File: src/rtl/sad_pipe_if.sv
// sad_pipe_if: beat-in / result-out handshake bundle for the SAD engine.
interface sad_pipe_if #(
  parameter int WIDTH = 8,
  parameter int LANES = 4,
  parameter int ROWS = 4
);
  localparam int OUT_W = WIDTH + $clog2(LANES * ROWS);
  logic clear, in_valid, in_ready, out_valid, out_ready;
  logic [LANES*WIDTH-1:0] in_a, in_b;
  logic [OUT_W-1:0] out_sad;
  modport master(
    output clear, in_valid, in_a, in_b, out_ready,
    input in_ready, out_valid, out_sad
  );
  modport slave(
    input clear, in_valid, in_a, in_b, out_ready,
    output in_ready, out_valid, out_sad
  );
endinterface

File: src/rtl/sad_pipe.sv
// sad_pipe: pipelined sum-of-absolute-differences engine with valid/ready flow control.
module sad_pipe #(
  parameter int WIDTH = 8,
  parameter int LANES = 4,
  parameter int ROWS = 4
) (
  input logic clk,
  input logic rst,
  sad_pipe_if.slave bus
);
  localparam int OUT_W = WIDTH + $clog2(LANES * ROWS);
  localparam int SW = WIDTH + $clog2(LANES);
  localparam int CW = ROWS > 1 ? $clog2(ROWS) : 1;
  logic en, last_d;
  logic [CW-1:0] cnt_q;
  logic v1_q, l1_q, v2_q, l2_q, out_valid_q;
  logic [LANES-1:0][WIDTH-1:0] diff_d, d1_q;
  logic [SW-1:0] sum_d, s2_q;
  logic [OUT_W-1:0] acc_q, acc_d, out_sad_q;
  // a pending, unconsumed result freezes the whole pipeline
  assign en = !(out_valid_q && !bus.out_ready);
  assign last_d = cnt_q == CW'(ROWS - 1);
  assign acc_d = acc_q + OUT_W'(s2_q);
  assign bus.in_ready = en;
  assign bus.out_valid = out_valid_q;
  assign bus.out_sad = out_sad_q;
  always_comb begin
    diff_d = '0;
    sum_d = '0;
    for (int i = 0; i < LANES; i++) begin
      diff_d[i] = bus.in_a[i*WIDTH +: WIDTH] > bus.in_b[i*WIDTH +: WIDTH]
                ? bus.in_a[i*WIDTH +: WIDTH] - bus.in_b[i*WIDTH +: WIDTH]
                : bus.in_b[i*WIDTH +: WIDTH] - bus.in_a[i*WIDTH +: WIDTH];
      sum_d = sum_d + SW'(d1_q[i]);
    end
  end
  always_ff @(posedge clk or posedge rst)
    if (rst) begin
      cnt_q <= '0;
      v1_q <= 1'b0;
      l1_q <= 1'b0;
      v2_q <= 1'b0;
      l2_q <= 1'b0;
      d1_q <= '0;
      s2_q <= '0;
      acc_q <= '0;
      out_sad_q <= '0;
      out_valid_q <= 1'b0;
    end else if (bus.clear) begin
      cnt_q <= '0;
      v1_q <= 1'b0;
      v2_q <= 1'b0;
      acc_q <= '0;
      out_valid_q <= 1'b0;
    end else if (en) begin
      v1_q <= bus.in_valid;
      l1_q <= last_d;
      d1_q <= diff_d;
      if (bus.in_valid) cnt_q <= last_d ? '0 : cnt_q + CW'(1);
      v2_q <= v1_q;
      l2_q <= l1_q;
      s2_q <= sum_d;
      if (v2_q) acc_q <= l2_q ? '0 : acc_d;
      if (v2_q && l2_q) out_sad_q <= acc_d;
      out_valid_q <= v2_q && l2_q;
    end
endmodule

File: src/flat_wrapper.sv
// flat-port wrapper written by rule: the top's interface ports become plain ports
module sad_pipe_flat 
#(
  parameter int WIDTH = 8,
  parameter int LANES = 4,
  parameter int ROWS = 4
)
  (clk, rst, bus_clear, bus_in_valid, bus_in_a, bus_in_b, bus_out_ready, bus_in_ready, bus_out_valid, bus_out_sad);
  sad_pipe_if #(.WIDTH(WIDTH), .LANES(LANES), .ROWS(ROWS)) bus_i ();
  input logic clk;
  input logic rst;
  input wire logic [$bits(bus_i.clear)-1:0] bus_clear;
  input wire logic [$bits(bus_i.in_valid)-1:0] bus_in_valid;
  input wire logic [$bits(bus_i.in_a)-1:0] bus_in_a;
  input wire logic [$bits(bus_i.in_b)-1:0] bus_in_b;
  input wire logic [$bits(bus_i.out_ready)-1:0] bus_out_ready;
  output wire logic [$bits(bus_i.in_ready)-1:0] bus_in_ready;
  output wire logic [$bits(bus_i.out_valid)-1:0] bus_out_valid;
  output wire logic [$bits(bus_i.out_sad)-1:0] bus_out_sad;
  assign bus_i.clear = bus_clear;
  assign bus_i.in_valid = bus_in_valid;
  assign bus_i.in_a = bus_in_a;
  assign bus_i.in_b = bus_in_b;
  assign bus_i.out_ready = bus_out_ready;
  assign bus_in_ready = bus_i.in_ready;
  assign bus_out_valid = bus_i.out_valid;
  assign bus_out_sad = bus_i.out_sad;
  sad_pipe #(.WIDTH(WIDTH), .LANES(LANES), .ROWS(ROWS)) u_core (.clk(clk), .rst(rst), .bus(bus_i));
endmodule
File: config.mk
export PLATFORM = sky130hd
export DESIGN_NAME = sad_pipe_flat
export DESIGN_NICKNAME = d
export VERILOG_FILES = /design/src/rtl/sad_pipe_if.sv /design/src/rtl/sad_pipe.sv /design/src/flat_wrapper.sv
export SDC_FILE = /design/constraint.sdc
export NUM_CORES = 1
export LEC_CHECK = 0
export ABC_AREA = 1
export BUFFER_PORTS_ARGS = -buffer_cell sky130_fd_sc_hd__buf_2
export CORE_MARGIN = 2
export CORE_UTILIZATION = 56
export DETAILED_ROUTE_END_ITERATION = 6
export PLACE_DENSITY = 0.77
export SYNTH_ARGS = -nofsm -noshare
export SYNTH_HDL_FRONTEND = slang
export SYNTH_SLANG_ARGS = --single-unit
File: constraint.sdc
create_clock -name clk -period 3.35 [get_ports clk]
set_input_delay 0.1675 -clock clk [delete_from_list [all_inputs] [get_ports clk]]
set_output_delay 0.1675 -clock clk [all_outputs]
set_load 0.005 [all_outputs]
==> results_dict.tcl, run 1 <==
set metrics [dict create \
    hold_violations 0 \
    max-vdd-ir-drop_mv 0.415 \
    chipHeight_um 121 \
    h-tree-depth 3 \
    maxSlewHeadroom 0.338 \
    io_buffer_count 82 \
    first_iter_violations 321 \
    core.rowCount 42 \
    layout.cell_area.non_filler_mm2 0.00850 \
    power-per-cell-area_mw_per_mm2 571 \
    critical-path-slowest-cell "fa_1" \
    cts.clk_slew.worst_paths_ns 0.06 \
    crit_path_end_kind "flip-flop" \
    drtPass1Iterations 7 \
    critical_path.n_buffers_inverters 2 \
    outcome "complete, no violations" \
    layout-area-overhead-vs-synth_pct 11.1 \
    crit_required_ns 3.54 \
    placement_cell_area_mm2 0.00814 \
    drive_above_1_share 0.107 \
    crit_arrival_ns 3.34 \
    period_share 0.941 \
    start_util 0.575 \
    finalCriticalPeriod_ns 3.15 \
    insertion_delay_ns 0.33 \
    yosysTopAreaCell "dfrtp_1" \
    grt_first_pass_wirelength_mm 26.8 \
    clock_skew_ns 0.00626 \
    top_family_by_delay_on_critical_path "adder cells" \
    hold_path.class "input pin to asynchronous set/reset pin" \
    rsz0062_at_grt "no" \
    synth_cells 1155 \
    detail_route.vias_per_cell 4.86 \
    clock-sinks 73 \
    tritoncts "built" \
    synthTopCellsByArea "dfrtp_1 (24%), nand2_1 (22%), ha_1 (14%), inv_1 (11%), fa_1 (5.0%)" \
    timing.critical_path.cells "ha_1 -> inv_1 -> fa_1 -> o21ai_1 -> nand2_1 -> nand2_1 -> a21oi_1 -> xor2_1 -> fa_1 -> inv_1 -> ha_1 -> a21o_1 -> a21oi_1 -> xor2_1 -> o21ai_0" \
    total_leakage_power_nw 5.18 \
    floorplan.core_area_mm2 0.0133 \
    grt_util_all_layers 0.220 \
    nets_finish 1403 \
    floorplan.io_pins 83 \
    grt.overflow.total 0 \
    peak_freq_mhz 317 \
    yosysTopAreaCellShare 0.239 \
    clockRootBuffer "clkbuf_16" \
    yosysUniqueCellTypes 39 \
    die_area_mm2 0.0146 \
    drcViolationCount 0 \
    synthesis.nets 1330 \
    maximum_fanout_count_along_the_critical_path 6 \
    post_cts_hold_buffers 0 \
    die_w_um 121 \
    timing_worst_slew_pin_value_ns 0.993 \
    worst_reg_to_reg_setup_slack_ns 0.20 \
    insertedDiodeCount 0 \
    final_max_slew_viol_count 0 \
    dp_hpwl_mm 12.2 \
    routed_length_per_placed_instance_um 10.8 \
    gp_congestion 0.875 \
    num_vias 6846 \
    synth_area_per_cell_um2 6.62 \
    first_global_vias 6302 \
    post_synth_instance_area_mm2 0.00765 \
    cts-buffers-inserted 9 \
    cts.repair_timing.setup_buffer_count 0 \
    ys_seq_elements 73 \
    timing.critical_path.from_type "flip-flop" \
    setup_violations 0 \
    cts.repair.resized 0 \
    antenna_violating_nets_post_route 0 \
    synthesis.yosys.warnings 0 \
    criticalPathCategory "flip-flop to flip-flop" \
    max_cap_viol_count 0 \
    grt_start_max_net_pins 74 \
    totalNegativeSetupSlack_ns 0 \
    clk_buf_depth 2 \
    detailed_route_wire_length_mm 15.2 \
    cpPeakStageDelay_ns 0.48 \
    grt_antenna_before_repair 0 \
    synth.yosys.seq_area_share 0.239 \
]
[metrics by stage]
stage               total power, W  std cells   util  worst slack, ns  hold slack, ns
global placement           0.00363       1393  0.612            0.217           0.442
detailed placement         0.00372       1393  0.612            0.186           0.449
floorplan                  0.00316       1155      -            0.289           0.318
CTS                        0.00488       1409  0.639            0.149           0.105
global route               0.00533       1409  0.639           0.0402           0.120
finish                     0.00485       1409  0.639            0.197           0.105
[final timing paths]
path | start | endpoint | cells past startpoint
worst min-delay path | rst | u_core.bus.out_valid$_DFFE_PP0P_ | 3
worst max-delay path | u_core.d1_q[0]$_DFFE_PP0P_ | u_core.s2_q[7]$_DFFE_PP0P_ | 15
worst max register to register | u_core.d1_q[0]$_DFFE_PP0P_ | u_core.s2_q[7]$_DFFE_PP0P_ | 15
min in group clk | bus_in_valid | u_core.cnt_q[0]$_DFFE_PP0P_ | 3
worst min register to register | u_core.bus.out_sad[11]$_DFFE_PP0P_ | u_core.bus.out_sad[11]$_DFFE_PP0P_ | 2
max in group asynchronous | rst | u_core.d1_q[30]$_DFFE_PP0P_ | 3
[power breakdown]
group	total (W)	internal [W]	leakage [nW]	switching (W)
sequential	0.00122	0.00110	0.933	0.000123
combinational	0.00250	0.00102	4.07	0.00148
clock	0.00113	0.000769	0.173	0.000359
[cells by family after synthesis]
kind of cell               count (synthesis)  share of synthesized area
AOI/OAI and AO/OA                         93                     0.0651
xor gates and xnor gates                  39                     0.0447
adders and majority gates                106                      0.192
buffers and inverters                    251                      0.133
DFF                                       73                      0.239
and+or+nand+nor                          593                      0.326
[synth_stat cells]
cell,instances
nand2_1,450
inv_1,221
ha_1,87
dfrtp_1,73
nand3_1,70
a21oi_1,48
o21ai_0,28
nor2_1,27
xor2_1,22
fa_1,19
xnor2_1,17
nand4_1,16
nand3b_1,8
buf_4,7
buf_2,6
nand2_2,6
inv_2,5
nand2_4,5
nor2_2,4
o21ai_1,4
buf_6,3
a21o_1,2
a21oi_2,2
a31oi_1,2
buf_1,2
clkbuf_1,2
inv_4,2
nor2_4,2
nor3_1,2
nor3_4,2
o21ai_2,2
o22ai_1,2
clkbuf_2,1
clkbuf_8,1
dlygate4sd1_1,1
o211ai_1,1
o21a_1,1
o21bai_1,1
or2_2,1
[flip-flops by register name, indices dropped and copies added, names as in the netlist]
signal and flops:
u_core.bus.out_valid 1, u_core.v1_q 1, u_core.bus.out_sad 12, u_core.d1_q 32
u_core.l1_q 1, u_core.l2_q 1, u_core.s2_q 10, u_core.v2_q 1
u_core.cnt_q 2, u_core.acc_q 12
[cell type report]
type,instances,area [µm²]
inverter,228,861
tap,176,220
fill,1191,4800
timing repair buffer,85,433
clock buffer,12,256
multi-input combinational,831,4800
clock inverter,4,98.8
sequential,73,1830
[worst register-to-register path: stages, from the launching register on]
cell     delay [ns]
dfrtp_1        0.36
ha_1           0.17
inv_1          0.05
fa_1           0.41
o21ai_1        0.21
nand2_1        0.07
nand2_1        0.06
a21oi_1        0.06
xor2_1         0.16
fa_1           0.48
inv_1          0.04
ha_1           0.36
a21o_1         0.20
a21oi_1        0.15
xor2_1         0.15
o21ai_0        0.08
[placed cells by master (no fill, tap or decap), types with 3 or more instances in the layout]
cell type,n
nand2_1,450
inv_1,220
ha_1,87
buf_2,82
dfrtp_1,73
nand3_1,70
a21oi_1,48
o21ai_0,27
nor2_1,27
xor2_1,22
fa_1,19
xnor2_1,17
nand4_1,16
clkbuf_16,9
nand3b_1,8
nand2_2,6
inv_2,6
nand2_4,5
o21ai_1,5
nor2_2,4
bufinv_16,3
buf_4,3
[per-layer routing]
| metal | global-route usage | part of all wire | vias to the layer above |
|---|---|---|---|
| met5 | 0 | 0 | - |
| met4 | 0.0487 | 0.011 | 0 |
| met3 | 0.0240 | 0.029 | 14 |
| met2 | 0.407 | 0.50 | 111 |
| met1 | 0.275 | 0.46 | 3052 |
| li1 | - | - | 3669 |
(Power assumes the default switching activity.)
==> run 2, diff against run 1 <==
--- a/config.mk
+++ b/config.mk
@@ -6,11 +6,12 @@
 export NUM_CORES = 1
 export LEC_CHECK = 0
 export ABC_AREA = 1
+export ABC_CLOCK_PERIOD_IN_PS = 3350
 export BUFFER_PORTS_ARGS = -buffer_cell sky130_fd_sc_hd__buf_2
 export CORE_MARGIN = 2
-export CORE_UTILIZATION = 56
+export CORE_UTILIZATION = 50
 export DETAILED_ROUTE_END_ITERATION = 6
-export PLACE_DENSITY = 0.77
+export PLACE_DENSITY = 0.7
 export SYNTH_ARGS = -nofsm -noshare
 export SYNTH_HDL_FRONTEND = slang
 export SYNTH_SLANG_ARGS = --single-unit
==> run 2 against run 1 <==
Sequential cell count did not move. Cell count grew 0.92%. Sequential power is essentially flat. Clock power is 12% lower. Critical endpoint unchanged. Largest cell class unchanged. Combinational power about the same. Non-clock buffer count is 1 higher. Core utilization is 7.7 points lower. Clock-buffer cell count increased by 1. Register-to-register slack better by 0.02 ns. Cell area down 0.22%. Highest routed layer unchanged. Sequential share of layout area hardly changed. Clock skew is 0.0012 ns higher.
==> results_dict.tcl, run 2 (synthesis gave the netlist of run 1 again) <==
set metrics [dict create \
    timing.critical_path.from_type "flip-flop" \
    io_buffer_count 82 \
    worstRegToRegCells 14 \
    grt.overflow.total 0 \
    whs_path_depth 3 \
    final_core_utilization 0.562 \
    die_w_um 128 \
    nets_finish 1404 \
    power-per-cell-area_mw_per_mm2 554 \
    detail_route.vias_per_cell 4.76 \
    cts.clk_slew.worst_paths_ns 0.05 \
    crit_reg_reg_startpoint "u_core.d1_q[3]$_DFFE_PP0P_" \
    layout-area-overhead-vs-synth_pct 10.9 \
    start_util 0.507 \
    die_area_mm2 0.0163 \
    criticalPathCategory "flip-flop to flip-flop" \
    dp_hpwl_mm 12.2 \
    h-tree-depth 3 \
    timing_worst_slew_pin_value_ns 1.03 \
    registers.top_by_ff_count "u_core.d1_q" \
    chipHeight_um 128 \
    clk_buf_depth 2 \
    floorplan.io_pins 83 \
    grt_start_max_net_pins 57 \
    gp_congestion 0.841 \
    cpPeakStageDelay_ns 0.43 \
    grt_antenna_before_repair 0 \
    max-vdd-ir-drop_mv 0.326 \
    finalCriticalPeriod_ns 3.14 \
    insertion_delay_ns 0.33 \
    rr_endpoint "u_core.s2_q[7]$_DFFE_PP0P_" \
    num_vias 6766 \
    routed_length_per_placed_instance_um 10.6 \
    power.internal_w 0.00276 \
    power.switching_w 0.00193 \
    maximum_fanout_count_along_the_critical_path 6 \
    cts.repair_timing.setup_buffer_count 0 \
    critical-path-slowest-cell "fa_1" \
    insertedDiodeCount 0 \
    worst_reg_to_reg_setup_slack_ns 0.21 \
    setup_violations 0 \
    first_global_vias 6385 \
    power_frac_comb 0.528 \
    period_share 0.937 \
    mostFrequentLayoutCell "nand2_1" \
    critPathMostFrequentCell "a21oi_1" \
    layout_common_cells "nand2_1 (450), inv_1 (220), ha_1 (86)" \
    detailed_route_wire_length_mm 15.0 \
    clock-sinks 73 \
    post-layout-total-power_w 0.00469 \
    outcome "complete, no violations" \
    hold_path.class "input pin to flip-flop" \
    drtPass1Iterations 5 \
    antenna_violating_nets_post_route 0 \
    first_iter_violations 236 \
    grt_first_pass_wirelength_mm 26.8 \
    seqPwrFrac 0.260 \
    share_clk_of_total_power 0.211 \
    grt_util_all_layers 0.195 \
    drcViolationCount 0 \
    timing.critical_path.cells "ha_1 -> a21oi_1 -> o21ai_2 -> nand2_1 -> nand2_1 -> a21oi_1 -> xor2_1 -> fa_1 -> inv_1 -> ha_2 -> a21o_1 -> a21oi_1 -> xor2_1 -> o21ai_0" \
    tritoncts "built" \
    floorplan.core_area_mm2 0.0151 \
    clock_skew_ns 0.00749 \
    clockRootBuffer "clkbuf_16" \
    maxSlewHeadroom 0.316 \
    crit_arrival_ns 3.32 \
    crit_path_end_kind "flip-flop" \
    peak_freq_mhz 319 \
    final_max_slew_viol_count 0 \
    power.share.switching 0.411 \
    total_leakage_power_nw 5.16 \
    max_cap_viol_count 0 \
    hp-start "bus_in_valid" \
    drive_above_1_share 0.106 \
    largest_reg_flops 32 \
    hold_path_end "u_core.cnt_q[0]$_DFFE_PP0P_" \
    crit_required_ns 3.53 \
    hold_violations 0 \
    core.rowCount 45 \
    cts-buffers-inserted 9 \
]
==> run 2: cell type report <==
class | count | area [µm²]
flip-flops and latches | 73 | 1830
clock buffers | 13 | 240
repair buffers | 86 | 443
multi-input cells | 831 | 4810
fillers | 1509 | 6610
inverters | 228 | 861
clock inverters | 3 | 65.1
well taps | 188 | 235
==> run 2: routing by layer <==
layer  track usage  vias to the layer above  routed length [µm]
met2         0.348                       87                7220
met1         0.246                     2989                7150
met4        0.0569                        0                 278
met3        0.0267                       23                 374
met5             0                        -                   0
li1              -                     3667                   -
==> run 2: power by group through the flow <==
stage               registers, W  clock network [W]  logic (W)
floorplan                0.00121                  0    0.00195
global placement         0.00123                  0    0.00243
detailed placement       0.00124                  0    0.00246
CTS                      0.00122            0.00102    0.00249
global route             0.00124            0.00105    0.00290
finish                   0.00122           0.000991    0.00248
==> run 2: critical path, delay by kind of cell, from the launching register on <==
family | cells | cell delay, ns
AO/OA/AOI/OAI | 6 | 0.97
XOR/XNOR | 2 | 0.36
adder cells (fa/ha/maj) | 3 | 1.10
buffers and inverters | 1 | 0.07
flip-flops | 1 | 0.38
AND/OR/NAND/NOR | 2 | 0.11
==> run 2: through the flow <==
step	cell area (µm²)	setup WS [ns]	std cells	hold WS (ns)	TNS (ns)
3_5_place_dp	8160	0.185	1405	0.163	0
3_3_place_gp	8160	0.212	1405	0.159	0
5_1_grt	8480	-0.00309	1422	0.134	-0.00309
4_1_cts	8470	0.126	1422	0.101	0
6_report	8480	0.212	1422	0.106	0
2_1_floorplan	7650	0.289	1155	0.318	0
==> run 2: how the worst max path moves through the flow <==
| stage | slack [ns] | start | to | depth (start not counted) |
|---|---|---|---|---|
| after floorplan | 0.29 | u_core.d1_q[0]$_DFFE_PP0P_ | u_core.s2_q[7]$_DFFE_PP0P_ | 15 |
| after global routing | -0.003 | u_core.d1_q[3]$_DFFE_PP0P_ | u_core.s2_q[7]$_DFFE_PP0P_ | 14 |
| final | 0.21 | u_core.d1_q[3]$_DFFE_PP0P_ | u_core.s2_q[7]$_DFFE_PP0P_ | 14 |
| after global placement | 0.21 | u_core.d1_q[0]$_DFFE_PP0P_ | u_core.s2_q[7]$_DFFE_PP0P_ | 15 |
| after CTS | 0.13 | u_core.d1_q[8]$_DFFE_PP0P_ | u_core.s2_q[7]$_DFFE_PP0P_ | 15 |
| after detailed placement | 0.19 | u_core.d1_q[8]$_DFFE_PP0P_ | u_core.s2_q[7]$_DFFE_PP0P_ | 15 |
==> run 2: timing repair <==
action / CTS / global route
hold endpoints to repair: 17 / 0
gates resized for setup: 0 / 3
hold buffers: 1 / 0
setup endpoints to repair: 0 / 2
==> run 3, diff against run 2 <==
--- a/config.mk
+++ b/config.mk
@@ -6,12 +6,12 @@
 export NUM_CORES = 1
 export LEC_CHECK = 0
 export ABC_AREA = 1
-export ABC_CLOCK_PERIOD_IN_PS = 3350
+export ABC_CLOCK_PERIOD_IN_PS = 3200
 export BUFFER_PORTS_ARGS = -buffer_cell sky130_fd_sc_hd__buf_2
-export CORE_MARGIN = 2
-export CORE_UTILIZATION = 50
+export CORE_MARGIN = 1.5
+export CORE_UTILIZATION = 60
 export DETAILED_ROUTE_END_ITERATION = 6
-export PLACE_DENSITY = 0.7
+export PLACE_DENSITY = 0.81
 export SYNTH_ARGS = -nofsm -noshare
 export SYNTH_HDL_FRONTEND = slang
 export SYNTH_SLANG_ARGS = --single-unit
==> constraint.sdc (replaced) <==
create_clock -name clk -period 3.2 [get_ports clk]
set_input_delay 0.16 -clock clk [delete_from_list [all_inputs] [get_ports clk]]
set_output_delay 0.16 -clock clk [all_outputs]
set_load 0.005 [all_outputs]
==> run 3 against run 2 <==
Worst setup slack got worse by 0.061 ns. Sequential cell count did not move. Worst hold slack barely moved. Critical path type unchanged. Largest power group unchanged.
==> results_dict.tcl, run 3 (synthesis gave the netlist of run 1 again) <==
set metrics [dict create \
    maximum_fanout_count_along_the_critical_path 6 \
    layout_common_cells "nand2_1 (449), inv_1 (220), ha_1 (85)" \
    drive_above_1_share 0.117 \
    floorplan.io_pins 83 \
    h-tree-depth 3 \
    nets_finish 1406 \
    cts.clk_slew.worst_paths_ns 0.06 \
    dp_hpwl_mm 12.4 \
    period_share 0.953 \
    post-layout-total-power_w 0.00500 \
    drcViolationCount 0 \
    clk_buf_depth 2 \
    grt_util_all_layers 0.245 \
    grt_start_max_net_pins 51 \
    io_buffer_count 82 \
    max_cap_viol_count 0 \
    die_area_mm2 0.0134 \
    crit_required_ns 3.39 \
    floorplan.core_area_mm2 0.0125 \
    placement_cell_area_mm2 0.00815 \
    max-vdd-ir-drop_mv 0.405 \
    grt.overflow.total 0 \
    peak_freq_mhz 328 \
    grt_antenna_before_repair 0 \
    clock_skew_ns 0.00779 \
    setup_violations 0 \
    start_util 0.611 \
    finalCriticalPeriod_ns 3.05 \
    hold_path.class "input pin to flip-flop" \
    clock-sinks 73 \
    timing.critical_path.from_type "flip-flop" \
    insertedDiodeCount 0 \
    crit_path_end_kind "flip-flop" \
    hold_violations 0 \
    top_family_by_delay_on_critical_path "adder cells" \
    first_iter_violations 420 \
    layout.cell_area.non_filler_mm2 0.00849 \
    largest_reg_flops 32 \
    critical_path.n_buffers_inverters 2 \
    num_vias 6972 \
    die_w_um 116 \
    antenna_violating_nets_post_route 0 \
    criticalPathCategory "flip-flop to flip-flop" \
    cpPeakStageDelay_ns 0.50 \
    tritoncts "built" \
    detailed_route_wire_length_mm 15.6 \
    insertion_delay_ns 0.34 \
    power-per-cell-area_mw_per_mm2 589 \
    layout-area-overhead-vs-synth_pct 11.0 \
    outcome "complete, no violations" \
    timing.critical_path.cells "ha_2 -> inv_1 -> fa_2 -> o21ai_2 -> nand2_1 -> nand2_1 -> a21oi_1 -> xor2_1 -> fa_1 -> inv_1 -> ha_4 -> a21o_1 -> a21oi_2 -> xor2_1 -> o21ai_0" \
    clockRootBuffer "clkbuf_16" \
    grt_first_pass_wirelength_mm 27.0 \
    chipHeight_um 116 \
    critical-path-slowest-cell "fa_1" \
    first_global_vias 6410 \
    maxSlewHeadroom 0.316 \
    timing_worst_slew_pin_value_ns 1.03 \
    gp_congestion 0.880 \
    cts-buffers-inserted 9 \
    mostFrequentLayoutCell "nand2_1" \
    detail_route.vias_per_cell 4.95 \
    registers.top_by_ff_count "u_core.d1_q" \
    final_max_slew_viol_count 0 \
    total_leakage_power_nw 5.15 \
    drtPass1Iterations 5 \
    core.rowCount 41 \
    cts.repair_timing.setup_buffer_count 0 \
    crit_arrival_ns 3.24 \
    routed_length_per_placed_instance_um 11.1 \
]
==> run 3: cell count changes in the layout (fill, tap and decap cells not counted), moves of 2 or more <==
cell | previous run | this run
fa_1 | 19 | 17
clkbuf_1 | 4 | 0
fa_2 | 0 | 2
bufinv_16 | 2 | 0
a21oi_2 | 2 | 5
buf_4 | 3 | 5
clkinvlp_4 | 0 | 2
a21oi_1 | 48 | 45
==> run 3: area by class of cell <==
cell class / instances / area [µm²]
Clock buffer: 10 / 239
Clock inverter: 6 / 42.5
Fill cell: 1114 / 4030
Inverter: 228 / 861
Multi-Input combinational cell: 831 / 4840
Sequential cell: 73 / 1830
Tap cell: 172 / 215
Timing Repair Buffer: 88 / 458
==> run 3: per-layer routing <==
metal	routed length, µm	up-vias	track usage
li1	-	3668	-
met1	7170	3148	0.310
met2	7720	133	0.436
met3	477	23	0.0303
met4	224	0	0.0797
met5	0	-	0
==> run 3: report_power, final <==
part	switching, W	internal [W]
sequential	0.000129	0.00115
combinational	0.00165	0.00112
clock	0.000402	0.000547
==> run 3: path summary, 6_finish.rpt <==
check                                             startpoint                                 to  slack (ns)  cells after the start
max in group asynchronous                                rst        u_core.d1_q[11]$_DFFE_PP0P_        2.01                      4
hold reg to reg            u_core.bus.out_sad[6]$_DFFE_PP0P_  u_core.bus.out_sad[6]$_DFFE_PP0P_        0.47                      2
min in group asynchronous                                rst        u_core.cnt_q[0]$_DFFE_PP0P_        0.41                      3
hold / removal                                  bus_in_valid        u_core.cnt_q[1]$_DFFE_PP0P_        0.11                      3
setup reg to reg                  u_core.d1_q[0]$_DFFE_PP0P_         u_core.s2_q[7]$_DFFE_PP0P_        0.15                     15
setup / recovery                  u_core.d1_q[0]$_DFFE_PP0P_         u_core.s2_q[7]$_DFFE_PP0P_        0.15                     15
==> run 3: repair_timing <==
action                     4_1_cts  5_1_grt
pin swaps                        0        1
gates resized for setup          3        8
hold endpoints to repair        22        0
hold buffers                     1        0
setup endpoints to repair        2        3
cloned                           0        0
==> run 3: worst min-delay path, delay by kind of cell <==
| family | cells | cell delay (ns) |
|---|---|---|
| buf+inv | 1 | 0.11 |
| simple gates | 1 | 0.07 |
| compound gates | 1 | 0.07 |
==> run 3: per-stage QoR <==
stage / std cells / utilization / worst slack [ns] / hold slack [ns] / TNS [ns]
2_1_floorplan: 1155 / - / 0.139 / 0.310 / 0
3_3_place_gp: 1391 / 0.651 / 0.0821 / 0.210 / 0
3_5_place_dp: 1391 / 0.651 / -0.0838 / 0.206 / -0.0838
4_1_cts: 1408 / 0.676 / 0.0271 / 0.0913 / 0
5_1_grt: 1408 / 0.678 / -0.0213 / 0.109 / -0.0213
6_report: 1408 / 0.678 / 0.151 / 0.106 / 0
